[src/rtl/regfile_sequencer.sv]
// Register-transfer sequencer driving the registerfile strobes and selects.
// Define REGSEQ_PIPELINE_EN to accept a new op during EXEC (zero bubbles).
module regfile_sequencer #(
    parameter int unsigned ALU_SETUP = 1
) (
    input  logic        CLK,
    input  logic        RST_bar,
    input  logic [11:0] INSTR,
    input  logic        INSTR_VALID,
    output logic        INSTR_READY,
    output logic        DONE,
    output logic        ILLEGAL,
    output logic        ALU_OE,
    output logic        MAIN_ASSERT_bar,
    output logic        MAIN_LOAD_bar,
    output logic        LHS_ASSERT_bar,
    output logic        RHS_ASSERT_bar,
    output logic        ADDR_ASSERT_bar,
    output logic        ADDR_LOAD_bar,
    output logic        ADDR_INC,
    output logic [2:0]  MAIN_ASSERT_SEL,
    output logic [2:0]  MAIN_LOAD_SEL,
    output logic [2:0]  LHS_ASSERT_SEL,
    output logic [2:0]  RHS_ASSERT_SEL,
    output logic [2:0]  ADDR_ASSERT_SEL,
    output logic [2:0]  ADDR_LOAD_SEL,
    output logic [2:0]  ADDR_INC_SEL
);

    localparam logic [1:0] IDLE  = 2'd0;
    localparam logic [1:0] SETUP = 2'd1;
    localparam logic [1:0] EXEC  = 2'd2;

    localparam logic [2:0] OP_MOV  = 3'd1;
    localparam logic [2:0] OP_ALU  = 3'd2;
    localparam logic [2:0] OP_AINC = 3'd3;
    localparam logic [2:0] OP_AMOV = 3'd4;

    localparam logic [3:0] SETUP_LAST = 4'(ALU_SETUP - 1);

    logic [1:0]  state, state_n;
    logic [3:0]  cnt, cnt_n;
    logic [11:0] instr_q, cur;
    logic        accept;
    logic [2:0]  op, dst, srca, srcb;

    logic ready_n, done_n, ill_n, oe_n, inc_n;
    logic mab_n, mlb_n, lab_n, rab_n, aab_n, alb_n;
    logic [2:0] mas_n, mls_n, las_n, ras_n, aas_n, als_n, ais_n;

    assign accept = INSTR_VALID & INSTR_READY;
    assign cur    = accept ? INSTR : instr_q;
    assign op     = cur[11:9];
    assign dst    = cur[8:6];
    assign srca   = cur[5:3];
    assign srcb   = cur[2:0];

    always_comb begin
        state_n = state;
        cnt_n   = cnt;
        unique case (state)
            SETUP: begin
                if (cnt == 4'd0) state_n = EXEC;
                else             cnt_n   = cnt - 4'd1;
            end
            IDLE, EXEC: begin
                // EXEC only sees accept when pipelining is enabled
                if (accept) begin
                    state_n = (op == OP_ALU) ? SETUP : EXEC;
                    cnt_n   = SETUP_LAST;
                end else begin
                    state_n = IDLE;
                end
            end
            default: state_n = IDLE;
        endcase
    end

    always_comb begin
        mab_n  = 1'b1;
        mlb_n  = 1'b1;
        lab_n  = 1'b1;
        rab_n  = 1'b1;
        aab_n  = 1'b1;
        alb_n  = 1'b1;
        inc_n  = 1'b0;
        oe_n   = 1'b0;
        done_n = 1'b0;
        ill_n  = ILLEGAL;
        mas_n  = MAIN_ASSERT_SEL;
        mls_n  = MAIN_LOAD_SEL;
        las_n  = LHS_ASSERT_SEL;
        ras_n  = RHS_ASSERT_SEL;
        aas_n  = ADDR_ASSERT_SEL;
        als_n  = ADDR_LOAD_SEL;
        ais_n  = ADDR_INC_SEL;
        if (state_n == SETUP) begin
            lab_n = 1'b0;
            rab_n = 1'b0;
            las_n = srca;
            ras_n = srcb;
        end
        if (state_n == EXEC) begin
            done_n = 1'b1;
            case (op)
                OP_MOV: begin
                    mab_n = 1'b0;
                    mlb_n = 1'b0;
                    mas_n = srca;
                    mls_n = dst;
                end
                OP_ALU: begin
                    lab_n = 1'b0;
                    rab_n = 1'b0;
                    las_n = srca;
                    ras_n = srcb;
                    oe_n  = 1'b1;
                    mlb_n = 1'b0;
                    mls_n = dst;
                end
                OP_AINC: begin
                    inc_n = 1'b1;
                    ais_n = dst;
                end
                OP_AMOV: begin
                    aab_n = 1'b0;
                    alb_n = 1'b0;
                    aas_n = srca;
                    als_n = dst;
                end
                default: begin
                    if (op > OP_AMOV) ill_n = 1'b1;
                end
            endcase
        end
    end

`ifdef REGSEQ_PIPELINE_EN
    assign ready_n = (state_n == IDLE) || (state_n == EXEC);
`else
    assign ready_n = (state_n == IDLE);
`endif

    always_ff @(posedge CLK or negedge RST_bar) begin
        if (!RST_bar) begin
            state           <= IDLE;
            cnt             <= 4'd0;
            instr_q         <= 12'd0;
            INSTR_READY     <= 1'b0;
            DONE            <= 1'b0;
            ILLEGAL         <= 1'b0;
            ALU_OE          <= 1'b0;
            MAIN_ASSERT_bar <= 1'b1;
            MAIN_LOAD_bar   <= 1'b1;
            LHS_ASSERT_bar  <= 1'b1;
            RHS_ASSERT_bar  <= 1'b1;
            ADDR_ASSERT_bar <= 1'b1;
            ADDR_LOAD_bar   <= 1'b1;
            ADDR_INC        <= 1'b0;
            MAIN_ASSERT_SEL <= 3'd0;
            MAIN_LOAD_SEL   <= 3'd0;
            LHS_ASSERT_SEL  <= 3'd0;
            RHS_ASSERT_SEL  <= 3'd0;
            ADDR_ASSERT_SEL <= 3'd0;
            ADDR_LOAD_SEL   <= 3'd0;
            ADDR_INC_SEL    <= 3'd0;
        end else begin
            state           <= state_n;
            cnt             <= cnt_n;
            instr_q         <= cur;
            INSTR_READY     <= ready_n;
            DONE            <= done_n;
            ILLEGAL         <= ill_n;
            ALU_OE          <= oe_n;
            MAIN_ASSERT_bar <= mab_n;
            MAIN_LOAD_bar   <= mlb_n;
            LHS_ASSERT_bar  <= lab_n;
            RHS_ASSERT_bar  <= rab_n;
            ADDR_ASSERT_bar <= aab_n;
            ADDR_LOAD_bar   <= alb_n;
            ADDR_INC        <= inc_n;
            MAIN_ASSERT_SEL <= mas_n;
            MAIN_LOAD_SEL   <= mls_n;
            LHS_ASSERT_SEL  <= las_n;
            RHS_ASSERT_SEL  <= ras_n;
            ADDR_ASSERT_SEL <= aas_n;
            ADDR_LOAD_SEL   <= als_n;
            ADDR_INC_SEL    <= ais_n;
        end
    end

endmodule
[config.mk]
export PLATFORM = sky130hd
export DESIGN_NAME = regfile_sequencer
export DESIGN_NICKNAME = d
export VERILOG_FILES = /design/src/rtl/regfile_sequencer.sv
export SDC_FILE = /design/constraint.sdc
export NUM_CORES = 1
export LEC_CHECK = 0
export BUFFER_PORTS_ARGS = -buffer_cell sky130_fd_sc_hd__buf_4
export CORE_ASPECT_RATIO = 1.5
export CORE_MARGIN = 2
export CORE_UTILIZATION = 45
export CTS_CLUSTER_SIZE = 16
export DETAILED_ROUTE_END_ITERATION = 6
export PLACE_DENSITY = 0.67
export SLEW_MARGIN = 20
export SYNTH_ARGS = -nofsm -noshare
export SYNTH_HDL_FRONTEND = slang
export SYNTH_SLANG_ARGS = --single-unit
export TNS_END_PERCENT = 20
[constraint.sdc]
create_clock -name CLK -period 2.78 [get_ports CLK]
set_clock_uncertainty 0.15 [all_clocks]
set_input_delay 0.556 -clock CLK [delete_from_list [all_inputs] [get_ports CLK]]
set_output_delay 0.556 -clock CLK [all_outputs]
set_load 0.01 [all_outputs]
# Word level (Yosys, flattened, before mapping)
# Index checks and enable logic that the tools add are counted.
op_classes:
  n_addsub: 1
  order_cmp: 1
  eq_ne: 10
  n_mux: 28
  bitwise: 2
  n_reduce_logical: 13
op_table:
  columns: ["op", "n"]
  rows:
  - ["3-bit 2-to-1 mux", 6]
  - ["1-bit 2-to-1 mux", 14]
  - ["12-bit 2-to-1 mux", 1]
  - ["4-bit 2-to-1 mux", 2]
  - ["4-bit one-hot mux with 2 select lines", 1]
  - ["2-bit AND reduction", 4]
  - ["3-bit by 2-bit == test with 1-bit output (second input constant)", 2]
  - ["2-bit 2-to-1 mux", 3]
  - ["3-bit AND reduction", 2]
  - ["2-bit by 1-bit == test with 1-bit output (second input constant)", 2]
  - ["2-bit == test (second input constant)", 2]
  - ["2-bit logical NOT", 2]
  - ["4-bit logical NOT", 1]
  - ["2-bit != test (second input constant)", 2]
  - ["2-bit one-hot mux with 2 select lines", 1]
  - ["2-bit OR reduction", 2]
  - ["4-bit OR reduction", 1]
  - ["4-bit by 1-bit subtractor with 4-bit output (second input constant)", 1]
  - ["3-bit by 1-bit == test with 1-bit output (second input constant)", 1]
  - ["3-bit == test (second input constant)", 1]
  - ["3-bit greater-than comparator (second input constant)", 1]
  - ["2-bit nonzero test", 1]
  - ["1-bit AND", 1]
  - ["1-bit inverter", 1]
totals:
  ff_bits: 48
  in_bits: 15
  elab_cells: 74

# Depth between registers and ports, before layout
depth:
  word_depth: 10
  ltp_mapped: 7

# Least setup slack after synthesis
# No wires, ideal clock.
synth_path:
  kind: "input port to flip-flop"
  start: "in INSTR_VALID"
  end: "reg ADDR_ASSERT_SEL[0]"
  setup_ps: 125
  t_arrival_ps: 1829
  t_required_ps: 2505
  setup_slack_ps: 676
  path_stages: 5
  path_buffers: 0
  cell_sequence: "and4b_1 a31oi_4 nand2_1 a221oi_4 mux2_2"
synth_between:
  elab_chain_cells: 8
synth_rtl:
  columns: ["item", "line_no", "rtl"]
  rows:
  - ["from (decl)", "9", "input logic INSTR_VALID,"]
  - ["1-bit AND *", "51", "assign accept = INSTR_VALID & INSTR_READY;"]
  - ["12-bit 2-to-1 mux", "52", "assign cur = accept ? INSTR : instr_q;"]
  - ["3-bit by 2-bit == test with 1-bit output", "69", "state_n = (op == OP_ALU) ? SETUP : EXEC;"]
  - ["2-bit 2-to-1 mux", "69", null]
  - ["2-bit 2-to-1 mux", "68", "if (accept) begin"]
  - ["2-bit one-hot mux with 2 select lines", "61", "unique case (state)"]
  - ["2-bit == test", "103", "if (state_n == EXEC) begin"]
  - ["2-bit AND reduction (no source line)", null, null]
  - ["to (signal assigned)", "186", "ADDR_ASSERT_SEL <= aas_n;"]
  - ["to (decl)", "25", "output logic [2:0] ADDR_ASSERT_SEL,"]
# Every way passes the cells marked *; elsewhere a longest branch is shown, timed or not.
# A chain may end at the register's enable or synchronous reset.

# Worst setup path after layout
layout_path:
  start: "reg cnt[0]"
  end: "reg ADDR_ASSERT_SEL[0]"
layout_between:
  elab_chain_cells: 5
layout_rtl:
  columns: ["item", "line_no", "rtl"]
  rows:
  - ["from (decl)", "42", "logic [3:0] cnt, cnt_n;"]
  - ["from (signal assigned)", "169", "cnt <= cnt_n;"]
  - ["4-bit logical NOT", "63", "if (cnt == 4'd0) state_n = EXEC;"]
  - ["2-bit 2-to-1 mux", "63", null]
  - ["2-bit one-hot mux with 2 select lines", "61", null]
  - ["2-bit == test", "103", null]
  - ["2-bit AND reduction (no source line)", null, null]
# Every way passes these cells.

==> flow_summary.toml <==
[run_status]
status = "complete, no violations"

[logic_synthesis]
syn_avg_cell_area_um2 = 13.61
synth_seq_cells = 48
synth_edf_count = 0
ys_types = 32
synth_area_leader_cell = "dfrtp_1"
syn_area_um2 = 1987
syn-instance-count = 146
ys_warn_count = 0
yosysTopAreaCellShare_pct = 55.42
syn_nets = 163
yosysSeqAreaShare_pct = 60.71
synthFlopType = "dfrtp_1"
synthArstFlopShare_pct = 100.0
synthTopCellsByArea = "dfrtp_1 (55%), mux2_2 (18%), dfstp_2 (5.3%)"

[final_layout]
drive_gt1_share_pct = 49.74
nets = 211
ff_latch_area_um2 = 1206
syn_to_final_growth_pct = 24.24
multi_input_comb_area_um2 = 711.9
nFillCells = 353
n_antenna_cell = 0
fin_cells = 241

[floorplan]
start_util_pct = 46.80
io-pin-count = 47
rows = 29
die_w_um = 58.26
die_y_um = 85.38
core_area_um2 = 4245
die_area_um2 = 4974

[worst_setup_path]
crit_type = "reg -> reg"
cp.arrival_ns = 2.28
required_ns = 2.81
critPathMaxFanout = 7
end_kind = "register"
critPathLaunchType = "register"
path_cells = "inv_1 -> ha_1 -> nor3b_2 -> nand2_1 -> a221oi_4 -> mux2_2"
critPathSlowestCell = "a221oi_4"
cpPeakStageDelay_ns = 0.44
r2r_cells = 6

[sta]
layout_min_cycle_time_ns = 2.250
slew_headroom_pct = 60.39
max_freq_ghz = 0.4444
grt_setup_unrepaired = "false"
whs_ns = 0.1037
finalSetupViolations = 0
period_share_pct = 80.94
drv_slew = 0
tightest_slew_ns = 0.5941
hold_viol = 0
finalSetupTns_ns = 0

[grt]
grt_pass1_vias = 1455
track_usage_pct = 18.69
grt_pass1_wl_mm = 6.996
overflow = 0
grt_max_degree = 49
antenna_found_initial = 0

[power]
peakVddDrop_v = 0.0006118
power.leakage_nw = 1.155
powerDensity_nw_per_um2 = 906.3

[placed_design]
hpwlAfterDp_mm = 2.991
gp_congestion = 0.8911
portBuffers = 46
numPlacedInstances = 233

[clocking]
cts.reportedPaths.clkPinSlew_ns = 0.09
clock_sinks = 48
tritoncts = "built"
clkLatencyLatePin_ns = 0.30
root_buffer = "clkbuf_8"
cts_made_buffers = 5
cts_setup_buffers = 0
h-tree-depth = 2
post_cts_resized = 0
cts_max_path_buffers = 2
cts_hold_buffers = 0

[drt]
drcViolationCount = 0
viasPerCell = 5.307
first_iter_violations = 19
drtAntennaViolNets = 0
wl_per_cell_um = 16.41
wl_mm = 3.955
vias = 1279
firstDrtPassIters = 4

[hold_path]
worst_hold_path_type = "in -> async"

[job]
cap_violations = 0
## Yosys cell counts (2+ instances only)
cell      n
mux2i_1   2
xnor2_1   3
o21ai_0   2
nor3_1    2
nor3_2    2
nor2_1    9
buf_2     4
o31ai_1   2
mux2_2   31
dfrtp_1  44
ha_1      2
a21oi_1   2
buf_4     2
inv_1     9
dfstp_2   4
nand2_1  10
## per-layer routing
layer / vias to the layer above / GRT usage (%) / wire length [um]
met2: 35 / 32.75 / 2189
met5: - / 0 / 0
met4: 0 / 6.765 / 90
li1: 596 / - / -
met3: 10 / 5.640 / 149
met1: 638 / 21.02 / 1526
## state kept, by name, summed over array words and instances (netlist names)
name,flops
RHS_ASSERT_SEL,3
ADDR_LOAD_SEL,3
MAIN_LOAD_bar,1
MAIN_ASSERT_bar,1
ADDR_INC,1
ILLEGAL,1
ADDR_LOAD_bar,1
ADDR_ASSERT_SEL,3
instr_q,12
MAIN_ASSERT_SEL,3
ALU_OE,1
cnt,4
INSTR_READY,1
RHS_ASSERT_bar,1
MAIN_LOAD_SEL,3
LHS_ASSERT_SEL,3
state,2
ADDR_INC_SEL,3
DONE,1
## cell usage in the layout, fill, tap and decap left out, types with 2 or more instances in the layout
master	instances
buf_4	47
clkbuf_1	2
o21ai_0	2
xnor2_1	3
clkbuf_8	5
inv_1	9
dfstp_2	4
o31ai_1	2
nor2_1	9
dfrtp_1	44
a21oi_1	2
nor3_1	2
mux2_2	31
mux2i_1	2
nor3_2	2
nand2_1	10
ha_1	2
## report_power, final
group / total [W] / internal, W / leakage [nW] / switching, W
clock: 0.000485 / 0.000269 / 0.0524 / 0.000216
combinational: 0.000721 / 0.000401 / 0.521 / 0.000320
sequential: 0.00103 / 0.000916 / 0.581 / 0.000115
## final cells by class
| cell class | instances | share of cell area, % |
|---|---|---|
| flip-flops and latches | 48 | 48.86 |
| multi-input cells | 83 | 28.84 |
| repair buffers | 47 | 14.29 |
| clock buffers | 7 | 3.092 |
| well taps | 46 | 2.331 |
| inverters | 9 | 1.368 |
| clock inverters | 1 | 1.216 |
## per-stage QoR
step	cell area (um^2)	setup WS [ns]	util [%]	total power [W]
after floorplan	1987	0.6764	-	0.001402
after global placement	2362	0.4195	55.64	0.001748
after detailed placement	2362	0.3579	55.64	0.001781
after CTS	2469	0.5056	58.15	0.002276
after global routing	2469	0.3550	58.15	0.002383
final	2469	0.5300	58.15	0.002237
## critical path, delay by kind of cell, from the launching register on
| kind | cells | cell delay [ns] |
|---|---|---|
| AO/OA/AOI/OAI | 1 | 0.44 |
| adder cells (fa/ha/maj) | 1 | 0.15 |
| buffers and inverters | 1 | 0.12 |
| flip-flops | 1 | 0.40 |
| multiplexers | 1 | 0.38 |
| AND/OR/NAND/NOR | 2 | 0.49 |
## final timing paths
check                      slack, ns            endpoint     from
setup reg to reg                0.53  ADDR_ASSERT_SEL[0]   cnt[0]
setup / recovery                0.53  ADDR_ASSERT_SEL[0]   cnt[0]
hold reg to reg                 0.34             ILLEGAL  ILLEGAL
hold / removal                  0.10   LHS_ASSERT_SEL[0]  RST_bar
min in group CLK                0.34             ILLEGAL  ILLEGAL
max in group asynchronous       1.96            state[1]  RST_bar
## cells by family after synthesis
group | count (synthesis) | synth area share [%]
compound gates | 13 | 6.109
xor+xnor | 3 | 1.323
fa+ha+maj | 2 | 1.259
buf+inv | 15 | 3.463
flops | 48 | 60.71
mux | 33 | 18.58
simple gates | 32 | 8.565
(Power assumes the default switching activity.)
